==> src/rtl/exe_stage.sv <==
// rtl/exe_stage.sv - ARM execute stage: operand forwarding, Val2 shifter, ALU, branch target, NZCV register
// Optional macro EXE_FORWARDING_EN enables the sel_src*/fwd_* operand muxes.
module exe_stage #(
  parameter int         DATA_W     = 32,
  parameter logic [3:0] STATUS_RST = 4'b0000
) (
  input  logic              clk,
  input  logic              rst,
  input  logic              freeze,
  input  logic [3:0]        exe_cmd,
  input  logic              s_in,
  input  logic              b_in,
  input  logic              imm_in,
  input  logic              mem_r_en_in,
  input  logic              mem_w_en_in,
  input  logic [DATA_W-1:0] pc_in,
  input  logic [DATA_W-1:0] val_rn_in,
  input  logic [DATA_W-1:0] val_rm_in,
  input  logic [23:0]       signed_imm_24_in,
  input  logic [11:0]       shift_operand_in,
  input  logic [1:0]        sel_src1,
  input  logic [1:0]        sel_src2,
  input  logic [DATA_W-1:0] fwd_mem_val,
  input  logic [DATA_W-1:0] fwd_wb_val,
  output logic [DATA_W-1:0] alu_result,
  output logic [DATA_W-1:0] store_val,
  output logic              branch_taken,
  output logic [DATA_W-1:0] branch_addr,
  output logic [3:0]        status_out,
  output logic              carry_out
);

  localparam logic [3:0] CMD_MOV = 4'b0001;
  localparam logic [3:0] CMD_MVN = 4'b1001;
  localparam logic [3:0] CMD_ADD = 4'b0010;
  localparam logic [3:0] CMD_ADC = 4'b0011;
  localparam logic [3:0] CMD_SUB = 4'b0100;
  localparam logic [3:0] CMD_SBC = 4'b0101;
  localparam logic [3:0] CMD_AND = 4'b0110;
  localparam logic [3:0] CMD_ORR = 4'b0111;
  localparam logic [3:0] CMD_EOR = 4'b1000;

  logic [3:0]        r_status;
  logic [DATA_W-1:0] w_op_a;
  logic [DATA_W-1:0] w_op_m;
  logic [DATA_W-1:0] w_val2;
  logic [DATA_W-1:0] w_res;
  logic [DATA_W:0]   w_sum;
  logic              w_c;
  logic              w_v;
  logic [2*DATA_W-1:0] w_imm_rot;
  logic [2*DATA_W-1:0] w_reg_ror;
  logic [4:0]        w_shamt;

`ifdef EXE_FORWARDING_EN
  always_comb begin
    case (sel_src1)
      2'b01:   w_op_a = fwd_mem_val;
      2'b10:   w_op_a = fwd_wb_val;
      default: w_op_a = val_rn_in;
    endcase
    case (sel_src2)
      2'b01:   w_op_m = fwd_mem_val;
      2'b10:   w_op_m = fwd_wb_val;
      default: w_op_m = val_rm_in;
    endcase
  end
`else
  // The hazard unit stalls instead of forwarding, so these inputs are dead here.
  logic w_fwd_unused;
  assign w_fwd_unused = ^{sel_src1, sel_src2, fwd_mem_val, fwd_wb_val};
  assign w_op_a = val_rn_in;
  assign w_op_m = val_rm_in;
`endif

  assign store_val = w_op_m;

  // Rotates are taken from a doubled word so a zero amount passes the value through.
  assign w_shamt   = shift_operand_in[11:7];
  assign w_imm_rot = {{24'b0, shift_operand_in[7:0]}, {24'b0, shift_operand_in[7:0]}}
                     >> {shift_operand_in[11:8], 1'b0};
  assign w_reg_ror = {w_op_m, w_op_m} >> w_shamt;

  always_comb begin
    w_val2 = w_op_m;
    if (mem_r_en_in || mem_w_en_in) begin
      w_val2 = {20'b0, shift_operand_in};
    end else if (imm_in) begin
      w_val2 = w_imm_rot[DATA_W-1:0];
    end else begin
      case (shift_operand_in[6:5])
        2'b00:   w_val2 = w_op_m << w_shamt;
        2'b01:   w_val2 = w_op_m >> w_shamt;
        2'b10:   w_val2 = $signed(w_op_m) >>> w_shamt;
        default: w_val2 = w_reg_ror[DATA_W-1:0];
      endcase
    end
  end

  // Subtraction is A + ~Val2 + carry-in, so C comes out as NOT borrow.
  always_comb begin
    w_sum = '0;
    w_res = '0;
    w_c   = r_status[1];
    w_v   = r_status[0];
    case (exe_cmd)
      CMD_MOV: w_res = w_val2;
      CMD_MVN: w_res = ~w_val2;
      CMD_ADD, CMD_ADC: begin
        w_sum = {1'b0, w_op_a} + {1'b0, w_val2}
              + {{DATA_W{1'b0}}, (exe_cmd == CMD_ADC) & r_status[1]};
        w_res = w_sum[DATA_W-1:0];
        w_c   = w_sum[DATA_W];
        w_v   = (w_op_a[DATA_W-1] == w_val2[DATA_W-1]) && (w_res[DATA_W-1] != w_op_a[DATA_W-1]);
      end
      CMD_SUB, CMD_SBC: begin
        w_sum = {1'b0, w_op_a} + {1'b0, ~w_val2}
              + {{DATA_W{1'b0}}, (exe_cmd == CMD_SUB) | r_status[1]};
        w_res = w_sum[DATA_W-1:0];
        w_c   = w_sum[DATA_W];
        w_v   = (w_op_a[DATA_W-1] != w_val2[DATA_W-1]) && (w_res[DATA_W-1] != w_op_a[DATA_W-1]);
      end
      CMD_AND: w_res = w_op_a & w_val2;
      CMD_ORR: w_res = w_op_a | w_val2;
      CMD_EOR: w_res = w_op_a ^ w_val2;
      default: w_res = '0;
    endcase
  end

  assign alu_result = w_res;

  always_ff @(posedge clk or posedge rst) begin
    if (rst) begin
      r_status <= STATUS_RST;
    end else if (s_in && !freeze) begin
      r_status <= {w_res[DATA_W-1], w_res == '0, w_c, w_v};
    end
  end

  assign status_out   = r_status;
  assign carry_out    = r_status[1];
  assign branch_taken = b_in;
  assign branch_addr  = pc_in + {{6{signed_imm_24_in[23]}}, signed_imm_24_in, 2'b00};

endmodule

==> config.mk <==
export PLATFORM = sky130hd
export DESIGN_NAME = exe_stage
export DESIGN_NICKNAME = d
export VERILOG_FILES = /design/src/rtl/exe_stage.sv
export SDC_FILE = /design/constraint.sdc
export NUM_CORES = 1
export LEC_CHECK = 0
export CAP_MARGIN = 0
export CORE_ASPECT_RATIO = 0.9
export CORE_MARGIN = 1.5
export CORE_UTILIZATION = 57
export DETAILED_ROUTE_END_ITERATION = 10
export PLACE_DENSITY = 0.9
export SYNTH_ARGS = -nofsm -noshare
export SYNTH_HDL_FRONTEND = slang
export SYNTH_SLANG_ARGS = --single-unit
==> constraint.sdc <==
create_clock -name clk -period 19.6 [get_ports clk]
set_input_delay 3.92 -clock clk [delete_from_list [all_inputs] [get_ports clk]]
set_output_delay 3.92 -clock clk [all_outputs]
set_load 0.01 [all_outputs]
After elaboration in Yosys (flattened, before gate mapping). Index checks and enable logic that the tools add are counted.

Output and inout bits: 102. Bits of input ports: 212. Flip-flop bits (word level): 4.

Reductions and logical operators: 11. $add $sub $neg: 5. Bitwise gates (word level): 6. Equality and inequality tests: 15. Multiplexer cells: 6. Shifts and indexed selects: 5.

Operator list (number): 32-bit case mux with 7 select lines (1); 32-bit case mux with 3 select lines (1); 32-bit by 32-bit adder with 33-bit output (2); 33-bit by 1-bit adder with 33-bit output (2); 32-bit two-way mux (2); 64-bit by 5-bit right shift with 32-bit output (1); 40-bit by 5-bit right shift with 32-bit output (1); 32-bit adder (1); 32-bit bitwise AND (1); 32-bit zero test (1); 32-bit NOT (1); 32-bit OR (1); 32-bit by 5-bit << shifter with 32-bit output (1); 32-bit by 5-bit right shift with 32-bit output (1); 32-bit by 5-bit >>> shifter with 32-bit output (1); 32-bit XOR (1); 4-bit by 3-bit equality test with 1-bit output, second input constant (4); 4-bit by 2-bit equality test with 1-bit output, second input constant (2); 4-bit equality test, second input constant (2); 4-bit by 1-bit equality test with 1-bit output, second input constant (1); 1-bit case mux with 2 select lines (2); 2-bit OR reduction (2); 1-bit logical AND (3); 1-bit inequality test (3); other kinds (10) (10).

Depth between registers and ports, before layout. Gate-level depths: netlist (run 1).

Word-level depth: 10. Depth in mapped cells: 27. Gate-level depth less buffers: 22.

Least setup slack after synthesis (run 1). OpenSTA, ideal clock, no wires.

Path type: input-to-output. Start: in shift_operand_in[8]. End: out alu_result[29]. Buffers on the path: 3. Cell stages on the path: 18. Slack: 7.202 ns. Data arrival time: 8.478 ns. Cell sequence: buf_2 -> inv_1 -> clkbuf_1 -> mux4_2 -> and2_1 -> a211oi_1 -> o32ai_1 -> o32ai_1 -> inv_1 -> ha_1 -> clkbuf_1 -> nor3_1 -> a2111oi_0 -> a2111oi_0 -> o31ai_1 -> nand3_1 -> a211o_1 -> a32oi_1.

Word-level cells in the longest chain between the ends: 8. Elaborated cells on any way between the ends: 17.

RTL lines: start, declared (RTL line 20) `input logic [11:0] shift_operand_in,`; 64-bit by 5-bit right shift with 32-bit output (tied with other cells) (RTL line 82) `assign w_reg_ror = {w_op_m, w_op_m} >> w_shamt;`; 32-bit case mux with 3 select lines (RTL line 91) `case (shift_operand_in[6:5])`; 32-bit two-way mux (RTL line 88) `end else if (imm_in) begin`; 32-bit two-way mux * (RTL line 86) `if (mem_r_en_in || mem_w_en_in) begin`; 32-bit NOT (RTL line 108, 117); 32-bit by 32-bit adder with 33-bit output (RTL line 117) `w_sum = {1'b0, w_op_a} + {1'b0, ~w_val2}`; 33-bit by 1-bit adder with 33-bit output (RTL line 118) `+ {{DATA_W{1'b0}}, (exe_cmd == CMD_SUB) | r_status[1]};`; 32-bit case mux with 7 select lines * (RTL line 106) `case (exe_cmd)`; end, declared (RTL line 25) `output logic [DATA_W-1:0] alu_result,`.

Mark *: on every way between the ends. The rest lies on a longest branch, timed or not.

Worst setup path after layout (run 1).
Start: in shift_operand_in[8]. End: out alu_result[25].

Same word-level chain as after synthesis.

==> out/results.ini, run 1 <==
[status]
outcome = complete, no violations

[global_routing]
antenna_found_initial = 1
grt_first_pass_wirelength_um = 91400
grt-ovfl-total = 0
grt_start_max_net_pins = 67
track_usage_pct = 48.2
first_global_vias = 15986

[clock_tree]
cts.repair.resized = 0
cts_buffer_depth = 2
cts_tree = built
cts_setup_buffers = 0
cts_root_buf = clkbuf_16
cts.clk_slew.worst_paths_ns = 0.03
clk_latency_ns = 0.23
h-tree-depth = 1
cts_hold_buffers = 0
cts.sinks = 4
cts_buffers = 3

[drt]
drc = 0
first_pass_iters = 10
vias = 17222
routed_via_density = 7.54
wirelength_um = 60800
drt_iter0_markers = 3054
postRouteAntennaNets = 0
drt-wirelength-per-cell_um = 26.6

[placement]
portBuffers = 239
place_area_um2 = 15400
place.gp.congestion = 1.12
dp_hpwl_um = 45000

[layout]
finalNetCount = 2330
largest_reg_flops = 4
final_area_um2 = 15500
post-route-util_pct = 68.1
multi_input_area_um2 = 11800
layout-drive-gt1-share_pct = 7.95
syn2layout_area_growth_pct = 16.1
fill_cells = 1936
ff_latch_area_um2 = 100
n_antenna_cell = 0

[die]
dieHeight_um = 148
die_width_um = 164
pin_count = 314
num_rows = 52
initial_utilization_pct = 58.7
die_area_um2 = 24300
coreArea_um2 = 22700

[yosys]
yosys-top-cells-count = 166 x nor2_1, 150 x a21oi_1, 150 x nand2_1
synth.top_cell.area_share_pct = 11.6
yosysSeqAreaShare_pct = 0.751
syn_nets = 2241
synth_area_um2 = 13300
yosys_warnings = 0
post-synth-top-count-cell = nor2_1
synthCells = 1900
synth_ff_type = dfrtp_1
synth_top_area_cell = ha_1
ys_async_sr_fraction_pct = 100
synthTopCellsByArea = ha_1 12%, mux4_2 8.8%, a21oi_1 5.6%, mux2i_1 4.8%, nor2_1 4.7%
yosys.cell_types.count = 96
synth-seq-cells = 4
synth_edf_count = 0
syn_area_per_cell_um2 = 7.01

[sta]
slew_viol_final = 0
timing.hold.ws_ns = 0.488
setup_viol = 0
fin_setup_tns_ns = 0
period_needed_ns = 15.34
clock.fmax_mhz = 65.2
rsz0062_at_grt = no
hold_viol_final = 0
slew_headroom_pct = 26.1
worst_pin_slew_ns = 1.08
finalClockSkew_ns = 0.0000520
period_share_pct = 78.3

[setup_path]
worst_setup_path_start_kind = input pin
critPathArrivalTime_ns = 11.42
critical_path_peak_fanout = 45
critical_path.slowest_cell = o41ai_1
crit_type = input pin to primary output
required_ns = 15.68
cp_slowest_stage_delay_ns = 0.96
worstPathCellList = buf_2 -> buf_4 -> nand2_1 -> o32ai_1 -> nor3_1 -> o41ai_1 -> a21oi_1 -> ha_1 -> nand2b_1 -> o2111ai_1 -> a21oi_1 -> nand3_1 -> a2111oi_0 -> or3_1 -> a21oi_1 -> o221a_2 -> o221ai_1 -> clkdlybuf4s50_1
cp-end-kind = primary output
path_common_cell = a21oi_1

[pwr]
ir_worst_vdd_v = 0.0000479
p_leak_uw = 0.00631
power.density_nw_per_um2 = 36.7

[worst_hold_path]
hold_class = register to register

[flow_run]
maxCapViolCount = 0

## worst max-delay path, delay by kind of cell
kind                     cells  cell delay (ns)
AO/OA/AOI/OAI                9             4.24
adder cells (fa/ha/maj)      1             0.47
buffers and inverters        3             1.89
AND/OR/NAND/NOR              5             0.86
## metrics by stage
stage | setup WS [ns] | cells | power (uW)
finish | 4.26 | 2284 | 568
global route | 3.93 | 2284 | 597
CTS | 4.57 | 2284 | 546
detailed placement | 4.57 | 2281 | 510
global placement | 4.67 | 2281 | 499
floorplan | 7.20 | 1900 | 324
## area by class of cell
cell class | instances | share of cell area (%)
Clock buffer | 3 | 0.486
Inverter | 124 | 3.01
Multi-Input combinational cell | 1584 | 76.5
Sequential cell | 4 | 0.647
Tap cell | 297 | 2.40
Timing Repair Buffer | 272 | 16.9
## placed cells by master (no fill, tap or decap), types with 22 or more instances in the layout
master and count:
o221ai_1 28, inv_1 121, ha_1 124, mux4_2 52
o211ai_1 32, a21oi_1 150, nor3_1 50, a21o_1 43
mux2i_1 64, nor2b_1 22, buf_4 34, clkdlybuf4s50_1 234
o21ai_0 100, o31ai_1 23, mux2_2 30, or3_1 23
a221oi_1 27, nor2_1 166, nand3_1 61, nand2_1 150
a211oi_1 30, xnor2_1 33
## layer usage
layer / part of all wire, % / vias up / GRT usage, %
li1: - / 7395 / -
met1: 36 / 7943 / 61.3
met2: 40 / 1548 / 70.4
met3: 17 / 336 / 18.7
met4: 6.3 / 0 / 24.5
met5: 0 / - / 0
## cells by family after synthesis
family / share of synthesized area (%)
mux: 16.9
compound gates: 34.8
flops: 0.751
simple gates: 21.6
fa+ha+maj: 12.4
buf+inv: 10.6
xor+xnor: 2.89
## power breakdown
part / internal (uW) / switching [uW]
logic: 217 / 306
clock network: 26.1 / 6.44
registers: 9.75 / 2.14
## path summary, 6_finish.rpt
path,to,startpoint,slack [ns],cells past startpoint
min,status_out[2],status_out[2],0.49,2
max,alu_result[25],shift_operand_in[8],4.26,18
min in group asynchronous,status_out[2],rst,3.90,2
min reg2reg,status_out[2],status_out[2],0.49,2
max in group asynchronous,status_out[3],rst,15.54,2
max reg2reg,status_out[2],status_out[1],14.52,15
(Power assumes the default switching activity.)
==> inputs of run 2 (changes only) <==
CORE_UTILIZATION = 53   (was 57)
PLACE_DENSITY = 0.84   (was 0.9)
clock period = 15.4 ns   (was 19.6 ns; I/O delays follow)
==> out/results.ini, run 2 (synthesis results as in run 1) <==
[die]
initial_utilization_pct = 54.5  ; was 58.7%
num_rows = 54  ; was 52
pin_count = 314  ; unchanged
die_width_um = 170  ; was 164 um
coreArea_um2 = 24500  ; was 22700 um^2
dieHeight_um = 153  ; was 148 um
die_area_um2 = 26100  ; was 24300 um^2

[drt]
routed.top_layer = met4  ; unchanged
wirelength_um = 61700  ; was 60800 um
routed_via_density = 7.29  ; was 7.54
dr_wl_met3_um = 9800  ; was 10300 um
first_pass_iters = 8  ; was 10
vias = 16965  ; was 17222
wl_met2_um = 24800  ; was 24600 um
wl_met1_um = 23400  ; was 22100 um
drt_iter0_markers = 2395  ; was 3054
drc = 0  ; unchanged
postRouteAntennaNets = 0  ; unchanged
drt-wirelength-per-cell_um = 26.5  ; was 26.6 um

[pwr]
intPower_uw = 323  ; was 253 uW
ir_worst_vdd_v = 0.0000576  ; was 0.0000479 V
combPwrFrac_pct = 92.3  ; was 92.2%
p_leak_uw = 0.00632  ; was 0.00631 uW
power.density_nw_per_um2 = 46.6  ; was 36.7 nW/um^2
swShare_pct = 55.4  ; about the same
clkPwrFrac_pct = 5.7  ; about the same
pwr-share-seq_pct = 2.0  ; was 2.1%
switchingPower_uw = 401  ; was 315 uW

[layout]
multi_input_area_um2 = 11800  ; unchanged
layout_common_cells = 234 x clkdlybuf4s50_1, 166 x nor2_1, 150 x a21oi_1, 150 x nand2_1, 124 x ha_1  ; unchanged
finalNetCount = 2332  ; was 2330
final_cells = 2327  ; was 2284
final_common_cell = clkdlybuf4s50_1  ; unchanged
layout-drive-gt1-share_pct = 8.04  ; was 7.95%
largest_reg_flops = 4  ; unchanged
post-route-util_pct = 63.5  ; was 68.1%
ff_latch_area_um2 = 100  ; unchanged
fill_cells = 2225  ; was 1936
syn2layout_area_growth_pct = 16.6  ; was 16.1%

[sta]
worst_pin_slew_ns = 1.26  ; was 1.08 ns
slew_viol_final = 0  ; unchanged
hold_viol_final = 0  ; unchanged
setup_slack_ns = 1.82  ; was 4.26 ns
period_needed_ns = 13.58
period_share_pct = 88.2
fin_setup_tns_ns = 0  ; unchanged
rsz0062_at_grt = no  ; unchanged
slew_headroom_pct = 15.1  ; was 26.1%
setup_viol = 0  ; unchanged
finalClockSkew_ns = 0.00113  ; was 0.0000520 ns
clock.fmax_mhz = 73.6
timing.hold.ws_ns = 0.480  ; was 0.488 ns

[global_routing]
track_usage_pct = 45.6  ; was 48.2%
antenna_found_initial = 0  ; was 1
first_global_vias = 15512  ; was 15986
grt_first_pass_wirelength_um = 93000  ; was 91400 um
grt_start_max_net_pins = 68  ; was 67
grt-ovfl-total = 0  ; unchanged

[setup_path]
r2r_slack_ns = 10.42  ; was 14.52 ns
cp-end-kind = primary output  ; unchanged
critical_path_peak_fanout = 67  ; was 45
ff2ff_path_depth = 15  ; unchanged
crit-reg2reg-capture = status_out[2]  ; unchanged
crit_type = input pin to primary output  ; unchanged
required_ns = 12.32  ; was 15.68 ns
critPathArrivalTime_ns = 10.50  ; was 11.42 ns
worstSetupStartpoint = shift_operand_in[7]  ; was shift_operand_in[8]
reg2reg_from = status_out[1]  ; unchanged
worst_setup_path_start_kind = input pin  ; unchanged

[clock_tree]
cts_tree = built  ; unchanged
cts.clk_slew.worst_paths_ns = 0.03  ; about the same
cts_buffers = 3  ; unchanged
cts_root_buf = clkbuf_16  ; unchanged
clk_latency_ns = 0.23  ; about the same
cts.repair.resized = 0  ; unchanged
cts_buffer_depth = 2  ; unchanged
cts.sinks = 4  ; unchanged
cts_setup_buffers = 0  ; unchanged
cts_hold_buffers = 0  ; unchanged
h-tree-depth = 1  ; unchanged

[placement]
place.gp.congestion = 1.05  ; was 1.12
portBuffers = 239  ; unchanged
dpl_worst_slack_ns = 2.16  ; was 4.57 ns
dp_hpwl_um = 46400  ; was 45000 um
dp_cells = 2322  ; was 2281

[worst_hold_path]
whs_endpoint = status_out[2]  ; unchanged
min_from = status_out[2]  ; unchanged
hold_depth = 2  ; unchanged
hold_class = register to register  ; unchanged

[flow_run]
maxCapViolCount = 0  ; unchanged

[status]
outcome = complete, no violations  ; unchanged

[run 2: cell count changes in the layout (fill, tap and decap cells not counted), sizes merged]
cell | previous run | this run
buf | 38 | 40
diode | 0 | 2
[run 2: layer usage]
layer / vias up / track usage, %
li1: 7381 / -
met1: 7811 / 60.1
met2: 1482 / 66.4
met3: 291 / 16.0
met4: 0 / 20.8
met5: - / 0
[run 2: how the worst max path moves through the flow]
| stage | endpoint | slack, ns | depth (start not counted) |
|---|---|---|---|
| after floorplan | alu_result[29] | 4.68 | 18 |
| after global placement | alu_result[24] | 2.26 | 20 |
| after detailed placement | alu_result[25] | 2.16 | 18 |
| after CTS | alu_result[25] | 2.16 | 18 |
| after global routing | alu_result[24] | 1.54 | 20 |
| final | alu_result[25] | 1.82 | 18 |
[run 2: final cells by class]
type	count	share of cell area (%)
well taps	336	2.71
flip-flops and latches	4	0.645
repair buffers	274	17.0
multi-input cells	1584	76.2
diodes	2	0.0322
clock buffers	3	0.483
inverters	124	3.00
[run 2: stage by stage]
step / power, uW / area, um^2
final: 724 / 15500
after floorplan: 412 / 13300
after CTS: 698 / 15500
after global placement: 645 / 15400
after detailed placement: 654 / 15400
after global routing: 763 / 15500
[run 2: worst max-delay path, cell delays in order]
cell	delay, ns
buf_4	0.78
buf_4	0.44
mux2i_1	0.17
o32ai_1	0.77
nor3_1	0.12
o41ai_1	0.91
a21oi_1	0.24
ha_1	0.48
nand2b_1	0.11
o2111ai_1	0.21
a21oi_1	0.38
nand3_1	0.23
a2111oi_0	0.96
or3_1	0.23
a21oi_1	0.09
o221a_2	0.25
o221ai_1	0.38
clkdlybuf4s50_1	0.63
[run 2: power by group through the flow]
stage,Sequential (uW),Combinational (uW),Clock [uW]
floorplan,14.7,397,0
global placement,14.6,631,0
detailed placement,14.8,639,0
CTS,14.6,643,40.5
global route,15.0,706,41.7
finish,14.7,668,41.1
